--- src/rtl/comb_seq_pkg.sv ---
// ============================================================================
//  Package     : comb_seq_pkg
//  Description : Shared triple type and or-consistency helper for stage 13.
//  Revision    : 1.0 - initial release
// ============================================================================
`default_nettype none

package comb_seq_pkg;

  localparam int unsigned TRIPLE_WIDTH = 4;

  typedef struct packed {
    logic [TRIPLE_WIDTH-1:0] a;
    logic [TRIPLE_WIDTH-1:0] b;
    logic [TRIPLE_WIDTH-1:0] o;
  } triple_t;

  function automatic logic or_consistent(input triple_t t);
    return t.o == (t.a | t.b);
  endfunction

endpackage : comb_seq_pkg

`default_nettype wire

--- src/rtl/seq_always_fifo_mem.sv ---
// ============================================================================
//  Module      : seq_always_fifo_mem
//  Description : DEPTH x triple_t register array, sync write, comb read.
//  Revision    : 1.0 - initial release
// ============================================================================
`default_nettype none

module seq_always_fifo_mem
  import comb_seq_pkg::*;
#(
  parameter int unsigned DEPTH = 4,
  parameter int unsigned PTR_W = $clog2(DEPTH)
) (
  input  logic             clk,
  input  logic             rst_n,
  input  logic             i_we,
  input  logic [PTR_W-1:0] i_waddr,
  input  triple_t          i_wdata,
  input  logic [PTR_W-1:0] i_raddr,
  output triple_t          o_rdata
);

  triple_t r_mem [DEPTH];

  for (genvar gi = 0; gi < DEPTH; gi++) begin : g_entry
    always_ff @(posedge clk or negedge rst_n) begin
      if (!rst_n) begin
        r_mem[gi] <= '0;
      end else if (i_we && (i_waddr == PTR_W'(gi))) begin
        r_mem[gi] <= i_wdata;
      end
    end
  end

  assign o_rdata = r_mem[i_raddr];

endmodule : seq_always_fifo_mem

`default_nettype wire

--- src/rtl/seq_always_stage13_pipe.sv ---
// ============================================================================
//  Module      : seq_always_stage13_pipe
//  Description : Valid/ready FIFO for {a,b,or} triples with sticky or-check
//                error and XOR accumulator of popped or-values.
//  Revision    : 1.0 - initial release
// ============================================================================
`default_nettype none

module seq_always_stage13_pipe
  import comb_seq_pkg::*;
#(
  parameter int unsigned WIDTH = TRIPLE_WIDTH,
  parameter int unsigned DEPTH = 4
) (
  input  logic                     clk,
  input  logic                     rst_n,
  input  logic                     i_clear,
  input  logic                     i_in_valid,
  output logic                     o_in_ready,
  input  logic [WIDTH-1:0]         i_in_a,
  input  logic [WIDTH-1:0]         i_in_b,
  input  logic [WIDTH-1:0]         i_in_or,
  output logic                     o_out_valid,
  input  logic                     i_out_ready,
  output logic [WIDTH-1:0]         o_out_a,
  output logic [WIDTH-1:0]         o_out_b,
  output logic [WIDTH-1:0]         o_out_or,
  output logic [WIDTH-1:0]         o_acc,
  output logic [$clog2(DEPTH):0]   o_count,
  output logic                     o_err
);

  localparam int unsigned          c_PTR_W = $clog2(DEPTH);
  localparam int unsigned          c_CNT_W = c_PTR_W + 1;
  localparam logic [c_CNT_W-1:0]   c_FULL  = c_CNT_W'(DEPTH);

  logic [c_PTR_W-1:0] r_wr_ptr;
  logic [c_PTR_W-1:0] r_rd_ptr;
  logic [c_CNT_W-1:0] r_count;
  logic [WIDTH-1:0]   r_acc;
  logic               r_err;

  logic               w_push;
  logic               w_pop;
  logic               w_we;
  triple_t            w_wdata;
  triple_t            w_head;

  // Handshake depends only on registered occupancy, never on the peer's strobe.
  assign o_in_ready  = (r_count != c_FULL);
  assign o_out_valid = (r_count != '0);
  assign w_push      = i_in_valid  & o_in_ready;
  assign w_pop       = o_out_valid & i_out_ready;
  assign w_we        = w_push & ~i_clear;
  assign w_wdata     = '{a: i_in_a, b: i_in_b, o: i_in_or};

  seq_always_fifo_mem #(
    .DEPTH (DEPTH),
    .PTR_W (c_PTR_W)
  ) u_mem (
    .clk     (clk),
    .rst_n   (rst_n),
    .i_we    (w_we),
    .i_waddr (r_wr_ptr),
    .i_wdata (w_wdata),
    .i_raddr (r_rd_ptr),
    .o_rdata (w_head)
  );

  always_ff @(posedge clk or negedge rst_n) begin
    if (!rst_n) begin
      r_wr_ptr <= '0;
      r_rd_ptr <= '0;
      r_count  <= '0;
    end else if (i_clear) begin
      r_wr_ptr <= '0;
      r_rd_ptr <= '0;
      r_count  <= '0;
    end else begin
      if (w_push) begin
        r_wr_ptr <= r_wr_ptr + c_PTR_W'(1);
      end
      if (w_pop) begin
        r_rd_ptr <= r_rd_ptr + c_PTR_W'(1);
      end
      if (w_push && !w_pop) begin
        r_count <= r_count + c_CNT_W'(1);
      end else if (w_pop && !w_push) begin
        r_count <= r_count - c_CNT_W'(1);
      end
    end
  end

  always_ff @(posedge clk or negedge rst_n) begin
    if (!rst_n) begin
      r_acc <= '0;
      r_err <= 1'b0;
    end else if (i_clear) begin
      r_acc <= '0;
      r_err <= 1'b0;
    end else begin
      if (w_pop) begin
        r_acc <= r_acc ^ w_head.o;
      end
      if (w_push && !or_consistent(w_wdata)) begin
        r_err <= 1'b1;
      end
    end
  end

  assign o_out_a  = w_head.a;
  assign o_out_b  = w_head.b;
  assign o_out_or = w_head.o;
  assign o_acc    = r_acc;
  assign o_count  = r_count;
  assign o_err    = r_err;

endmodule : seq_always_stage13_pipe

`default_nettype wire
--- config.mk ---
export PLATFORM = sky130hd
export DESIGN_NAME = seq_always_stage13_pipe
export DESIGN_NICKNAME = d
export VERILOG_FILES = /design/src/rtl/comb_seq_pkg.sv /design/src/rtl/seq_always_fifo_mem.sv /design/src/rtl/seq_always_stage13_pipe.sv
export SDC_FILE = /design/constraint.sdc
export NUM_CORES = 1
export LEC_CHECK = 0
export ABC_AREA = 1
export CAP_MARGIN = 25
export CORE_ASPECT_RATIO = 0.8
export CORE_MARGIN = 2
export CORE_UTILIZATION = 50
export CTS_BUF_LIST = sky130_fd_sc_hd__clkbuf_16
export CTS_CLUSTER_DIAMETER = 30
export DETAILED_ROUTE_END_ITERATION = 7
export PLACE_DENSITY = 0.73
export SKIP_LAST_GASP = 1
export SLEW_MARGIN = 5
export SYNTH_ARGS = -nofsm -noshare
export SYNTH_HDL_FRONTEND = slang
export SYNTH_SLANG_ARGS = --single-unit
--- constraint.sdc ---
create_clock -name clk -period 5.4 [get_ports clk]
set_input_delay 1.35 -clock clk [delete_from_list [all_inputs] [get_ports clk]]
set_output_delay 1.35 -clock clk [all_outputs]
set_load 0.03 [all_outputs]
After elaboration in Yosys (flattened, before gate mapping). Cells that the tools add are included. Widths: inputs -> output; s select.

Bitwise logic cells: 7. Muxes and demuxes: 14. $add $sub $neg: 4. Reductions and logical operators: 16. $lt $le $gt $ge: 1. Equality and inequality tests: 5.

Operators with widths (count): $bmux 12 s2 (1); $mux 12 (2); $mux 3 (3); $mux 2 (4); $mux 4 (2); $logic_and 1x1->1 (7); $reduce_bool 2->1 (3); $reduce_bool 3->1 (2); $add 2x1->2 const B (2); $eq 2x2->1 const B (2); $eq 4x4->1 (1); $or 4x4->4 (1); $xor 4x4->4 (1); $add 3x1->3 const B (1); $and 1x1->1 (3); $ge 3x3->1 const B (1); $logic_not 1->1 (3); $ne 3x3->1 const B (1); $not 2->3 (1); $sub 3x1->3 const B (1); $eq 2x1->1 const B (1); $logic_not 2->1 (1); $mux 1 (2); $not 1->1 (1).

Word-level logic and storage cells: 64. Register bits: 60. Bits of input ports: 17. Output and inout port bits: 22.

Longest topological paths before layout. Gate-level depths: netlist (run 1).

Depth after elaboration: 7. Gate-level depth with buffers: 12.

By module. A second synthesis (run 1) with hierarchy kept.

Cells, all modules: 450. Area total of the unflattened synthesis: 3299.4 µm².

Modules (own cells, without submodules): seq_always_fifo_mem (times used 1, cells each 356, seq. area each 1201.2 µm², area each 2533.7 µm²); seq_always_stage13_pipe (times used 1, cells each 94, seq. area each 300.3 µm², area each 765.7 µm²).

Worst setup path before layout (run 1). OpenSTA, ideal clock, no wires.

Path kind: reg2out. From: register r_rd_ptr[0]. To: output o_out_a[2]. Path slack: 2571 ps. Cell stages (with the launch flop): 7. Data arrival time: 1479 ps. Path through: dfrtp_1 > buf_2 > inv_2 > buf_4 > buf_2 > o21ai_0 > o22ai_1.

Word-level cells in the longest chain between the ends: 4.

Ends and longest elaborated chain: from (decl) (RTL line seq_always_stage13_pipe.sv:38) `logic [c_PTR_W-1:0] r_rd_ptr;`; from (signal assigned) (RTL line seq_always_stage13_pipe.sv:84) `r_rd_ptr <= r_rd_ptr + c_PTR_W'(1);`; $not 2->3 (not written as such) (RTL line seq_always_fifo_mem.sv:35) `assign o_rdata = r_mem[i_raddr];`; $bmux 12 s2 (RTL line seq_always_fifo_mem.sv:35); $mux 12 (not written as such) (2 in a row) (RTL line seq_always_fifo_mem.sv:35); to (decl) (RTL line seq_always_stage13_pipe.sv:25) `output logic [WIDTH-1:0] o_out_a,`.

No other way between the ends. The select of a mux whose other input is x is not followed.

Worst setup path in the final report (run 1).
From: register r_rd_ptr[0]. To: output o_out_or[0].

Word-level cells in the longest chain between the ends: 4.

Ends and longest elaborated chain: $not 2->3 (not written as such) (RTL line seq_always_fifo_mem.sv:35); $bmux 12 s2 (RTL line seq_always_fifo_mem.sv:35); $mux 12 (not written as such) (2 in a row) (RTL line seq_always_fifo_mem.sv:35); to (decl) (RTL line seq_always_stage13_pipe.sv:27) `output logic [WIDTH-1:0] o_out_or,`.

No other way between the ends. The select of a mux whose other input is x is not followed.

==> results of run 1 <==
layer usage:
layer	up-vias	GRT usage (%)
li1	1201	-
met1	1111	28.5
met5	-	0
met4	0	4.71
met3	7	6.77
met2	43	35.2
worst max-delay path: stages (launching register included):
cell             delay, ps
dfrtp_1                850
inv_2                  390
nand2_1                180
nand2_1                 70
nand2_1                 60
nand2_1                 90
clkdlybuf4s50_1        600
worst paths after layout:
kind | startpoint | to | slack [ps]
max | r_rd_ptr[0] | o_out_or[0] | 1470
min | u_mem.r_mem[18] | u_mem.r_mem[18] | 470
max reg2reg | o_count[1] | o_count[2] | 3380
min reg2reg | u_mem.r_mem[18] | u_mem.r_mem[18] | 470
max in group asynchronous | rst_n | r_wr_ptr[0] | 3730
min in group asynchronous | rst_n | u_mem.r_mem[31] | 1170
layout make-up:
cell class,instances,area [um^2]
fill,519,2150
sequential,60,1500
multi-input combinational,250,1320
timing repair buffer,39,383
clock buffer,9,225
clock inverter,7,108
tap,81,101
inverter,24,90.1
sequential cells by signal, summed over array words and instances (netlist names):
register,cells
u_mem.r_mem,48
o_count,3
o_err,1
o_acc,4
r_rd_ptr,2
r_wr_ptr,2
kinds of logic after synthesis:
logic type / synth area share, %
DFF: 49.4
AOI/OAI and AO/OA: 17.7
and+or+nand+nor: 22.5
adders and majority gates: 2.30
xor gates and xnor gates: 0.864
buffers and inverters: 7.20
cell usage in the layout (no fill, tap or decap), drive strengths merged:
cell	instances
inv	26
clkdlybuf4s50	37
nor2	31
nand2	118
nand4	3
a21oi	5
buf	2
xnor2	1
dfrtp	60
xor2	2
o22ai	8
o21ai	68
ha	4
fa	1
nand3	9
bufinv	3
clkbuf	9
clkinv	2
where the power goes:
group          internal (W)  switching, W
sequential         0.000623      0.000116
combinational      0.000326      0.000482
clock              0.000445      0.000198
per-stage QoR:
stage / util (%) / setup slack, ps
2_1_floorplan: - / 2570
3_3_place_gp: 57.7 / 1910
3_5_place_dp: 57.7 / 1860
4_1_cts: 63.4 / 1470
5_1_grt: 63.4 / 1280
6_report: 63.4 / 1470
cell usage after synthesis (all sizes together):
library cell	count	area (um^2)
nor2	31	135
clkbuf	2	7.51
o21ai	68	460
buf	14	121
a21oi	5	28.8
xor2	2	17.5
xnor2	1	8.76
fa	1	20.0
inv	24	90.1
nand2	118	485
o22ai	8	50.1
nand4	3	18.8
nand3	9	45.0
ha	4	50.1
dfrtp	60	1500
==> impl_summary.log, run 1 <==
INFO  metric n_antenna_cell = 0
INFO  metric cts.sink_count = 60
INFO  metric dieWidth = 91.2 um
INFO  metric track_usage = 21.5%
INFO  metric rows = 25
INFO  metric total_power = 0.00219 W
INFO  metric route.detailed.drc = 0
INFO  metric worst_hold_slack = 474 ps
INFO  metric fin_area = 3730 um^2
INFO  metric final-hold-violation-count = 0
INFO  metric clk_pin_slew_worst_paths = 50 ps
INFO  metric overflow = 0
INFO  metric post-route-min-period = 3930 ps
INFO  metric setup.worst_path.end_class = output pin
INFO  metric worst_ep_required_time = 4050 ps
INFO  metric design.final.nets = 406
INFO  metric place.gp.congestion = 0.808
INFO  metric cts-htree-levels = 3
INFO  metric floorplan.die_area = 6720 um^2
INFO  metric postSynthCellCount = 350
INFO  metric netlist_area_before_placement = 3040 um^2
INFO  metric io_pins = 39
INFO  metric synth_cell_type_count = 26
INFO  metric met1_length = 3220 um
INFO  metric timing.reg2reg.worst_path_depth = 12
INFO  metric layout-drive-gt1-share = 15.2%
INFO  metric power.static_leakage = 1.85 nW
INFO  metric final-setup-viol-count = 0
INFO  metric setup_repair_after_global_routing_missed_its_margin = no
INFO  metric setup_total_negative_slack = 0 ps
INFO  metric iteration_0_drc_markers = 147
INFO  metric met3WireLength = 286 um
INFO  metric die_h = 73.7 um
INFO  metric detailroute.wirelength.met2 = 3050 um
INFO  metric routed_wire_length_per_instance = 14.1 um
INFO  metric tightestPinTransition = 780 ps
INFO  metric cts_tree = done
INFO  metric total_of_flip_flops_plus_latches_after_synthesis = 60
INFO  metric avgViaCountPerCell = 5.03
INFO  metric min_period_over_period = 72.8%
INFO  metric post_place_cell_area = 3400 um^2
INFO  metric finish.cell_count_without_fillers = 470
INFO  metric timing_max_transition_violations_final = 0
INFO  metric cts_max_path_buffers = 2
INFO  metric synth-seq-area-share = 49.4%
INFO  metric floorplan.initialDensity = 51.7%
INFO  metric dpl.cell_count = 454
INFO  metric first_pass_iters = 4
INFO  metric hp-class = register to register
INFO  metric antenna_found_initial = 0
INFO  metric route.vias.total = 2362
INFO  metric drt_wl_total = 6610 um
INFO  metric post_cts_setup_repair_bufs = 0
INFO  metric run_status = finished, final reports clean
INFO  metric cts_hold_repair.buffers = 0
INFO  metric io_buffers = 38
INFO  metric area_growth_from_synthesis_to_layout = 22.6%
INFO  metric grt_start_max_net_pins = 61
INFO  metric setup.worst_path.start_class = register
INFO  metric post-dp-hpwl = 4300 um
INFO  metric critical_path.max_fanout = 26
INFO  metric postSynthAreaPerCell = 8.69 um^2
INFO  metric core = 5880 um^2
INFO  metric ctsRootBufferMaster = clkbuf_16
INFO  metric top_layer = met4
INFO  metric p_per_area = 588 nW/um^2
INFO  metric tritoncts.num_buffers = 9
INFO  metric post_cts_resize_count = 0
INFO  metric insertion_delay = 330 ps
INFO  metric crit_type = register to output pin
INFO  metric detail-route-antenna-nets = 0
INFO  metric yosys_warnings = 0
INFO  metric whs_path_depth = 2
INFO  metric fmax = 0.254 GHz
INFO  metric first_global_vias = 2318
INFO  metric wire_length_of_the_first_global_routing_pass = 11100 um
INFO  metric peakVddDrop = 0.000295 V
INFO  metric max-cap-violations = 0
INFO  metric cp_data_arrival_time = 2580 ps
INFO  metric fin_worst_skew = 2.45 ps
INFO  metric slew_headroom = 48.0%
INFO  metric synth_nets = 372
No activity file was read; power rests on OpenSTA's default activity.
==> run 2, diff against run 1 <==
Settings changed: PLACE_DENSITY 0.73 to 0.76.
Clock period 5.4 ns to 3.23 ns, I/O delays scaled along.
==> impl_summary.log, run 2 (synthesis gave the netlist of run 1 again) <==
INFO  metric place.gp.congestion = 0.770
INFO  metric wire_length_of_the_first_global_routing_pass = 11300 um
INFO  metric clk_pin_slew_worst_paths = 50 ps
INFO  metric post-route-min-period = 3090 ps
INFO  metric avgViaCountPerCell = 5.27
INFO  metric dieWidth = 91.2 um
INFO  metric fin_worst_skew = 4.87 ps
INFO  metric io_buffers = 38
INFO  metric overflow = 0
INFO  metric worst_r2r_startpoint = o_count[0]
INFO  metric tightestPinTransition = 603 ps
INFO  metric n_antenna_cell = 0
INFO  metric critPathSlowestCell = clkdlybuf4s50_1
INFO  metric worst_ep_required_time = 2420 ps
INFO  metric setup.worst_path.end_class = output pin
INFO  metric hp-class = input port to asynchronous set/reset pin
INFO  metric critPathMaxStageDelay = 700 ps
INFO  metric worst-r2r-setup-slack = 1200 ps
INFO  metric timing.reg2reg.worst_path_depth = 12
INFO  metric largest_register_ffs = 48
INFO  metric critical_path.max_fanout = 15
INFO  metric routed_wire_length_per_instance = 14.7 um
INFO  metric crit_type = register to output pin
INFO  metric setup.worst_path.start_class = register
INFO  metric seqCellArea = 1500 um^2
INFO  metric run_status = finished, final reports clean
INFO  metric p_per_area = 951 nW/um^2
INFO  metric fmax = 0.323 GHz
INFO  metric final-setup-viol-count = 0
INFO  metric iteration_0_drc_markers = 238
INFO  metric critical-path-top-cell-by-count = nand2_1
INFO  metric ctsRootBufferMaster = clkbuf_16
INFO  metric cpLargestDelayFamily = buffers and inverters
INFO  metric layout_common_cells = 111 x nand2_1, 60 x dfrtp_1, 37 x clkdlybuf4s50_1
INFO  metric first_pass_iters = 5
INFO  metric post-dp-hpwl = 4340 um
INFO  metric total_power = 0.00350 W
INFO  metric dpl.cell_count = 456
INFO  metric max-cap-violations = 0
INFO  metric slew_headroom = 59.8%
INFO  metric antenna_found_initial = 0
INFO  metric min_period_over_period = 95.7%
INFO  metric area_growth_from_synthesis_to_layout = 21.2%
INFO  metric track_usage = 22.3%
INFO  metric setup_total_negative_slack = 0 ps
INFO  metric power.static_leakage = 1.82 nW
INFO  metric timing_max_transition_violations_final = 0
INFO  metric setup_repair_after_global_routing_missed_its_margin = no
INFO  metric floorplan.die_area = 6720 um^2
INFO  metric core = 5880 um^2
INFO  metric multi_input_comb_area = 1320 um^2
INFO  metric grt_start_max_net_pins = 48
INFO  metric layout-drive-gt1-share = 14.9%
INFO  metric floorplan.initialDensity = 51.7%
INFO  metric final-hold-violation-count = 0
INFO  metric cts-htree-levels = 3
INFO  metric drt_wl_total = 6900 um
INFO  metric cts_tree = done
INFO  metric crit_chain = buf_4 -> nand2_1 -> nand2_1 -> nand2_1 -> nand2_1 -> clkdlybuf4s50_1
INFO  metric rows = 25
INFO  metric peakVddDrop = 0.000495 V
INFO  metric insertion_delay = 330 ps
INFO  metric io_pins = 39
INFO  metric finish.cell_count_without_fillers = 470
INFO  metric final_common_cell = nand2_1
INFO  metric cts.sink_count = 60
INFO  metric route.vias.total = 2476
INFO  metric cp_data_arrival_time = 2280 ps
INFO  metric cts_max_path_buffers = 2
INFO  metric first_global_vias = 2340
INFO  metric detail-route-antenna-nets = 0
INFO  metric route.detailed.drc = 0
INFO  metric design.final.nets = 408
INFO  metric num-fill-cells = 508
INFO  metric worst-path-buf-inv = 2
INFO  metric die_h = 73.7 um
INFO  metric reg2reg_to = o_count[2]
INFO  metric tritoncts.num_buffers = 9
INFO  metric top_register = u_mem.r_mem
run 2: area by class of cell:
cell class | instances | share of cell area [%]
multi-input cells | 250 | 35.8
well taps | 81 | 2.75
clock buffers | 9 | 6.11
flip-flops and latches | 60 | 40.7
inverters | 24 | 2.51
repair buffers | 41 | 10.8
clock inverters | 5 | 1.26
run 2: worst max-delay path by stage:
stage	from	end	depth (start not counted)
4_1_cts	r_rd_ptr[0]	o_out_or[1]	6
5_1_grt	r_rd_ptr[0]	o_out_or[1]	6
3_3_place_gp	r_rd_ptr[0]	o_out_or[1]	6
6_report	r_rd_ptr[0]	o_out_or[1]	6
3_5_place_dp	r_rd_ptr[0]	o_out_or[1]	6
2_1_floorplan	r_rd_ptr[0]	o_out_a[2]	6
run 2: layer usage:
layer  vias up  GRT usage (%)  wire, um
met4         0           6.57        69
li1       1199              -         -
met3         7           8.41       399
met1      1203           29.3      3080
met5         -              0         0
met2        67           35.0      3350
run 2: timing repair:
item | CTS | global route
hold buffers | 0 | 0
endpoints found under the hold margin | 0 | 0
setup endpoints to repair | 0 | 9
buffers inserted | 0 | 0
resized for setup | 0 | 2
run 2: through the flow:
step	utilization, %	area [um^2]	setup slack, ps	hold slack [ps]
2_1_floorplan	-	3040	943	450
3_3_place_gp	58.0	3410	450	460
3_5_place_dp	58.0	3410	377	463
4_1_cts	62.6	3680	29.2	379
5_1_grt	62.7	3680	5.17	388
6_report	62.7	3680	138	369
run 2: power breakdown:
group	switching (W)	internal, W	leakage (nW)
clock	0.000311	0.000577	0.137
combinational	0.000834	0.000553	0.908
sequential	0.000187	0.00104	0.779
total	0.00133	0.00217	1.82
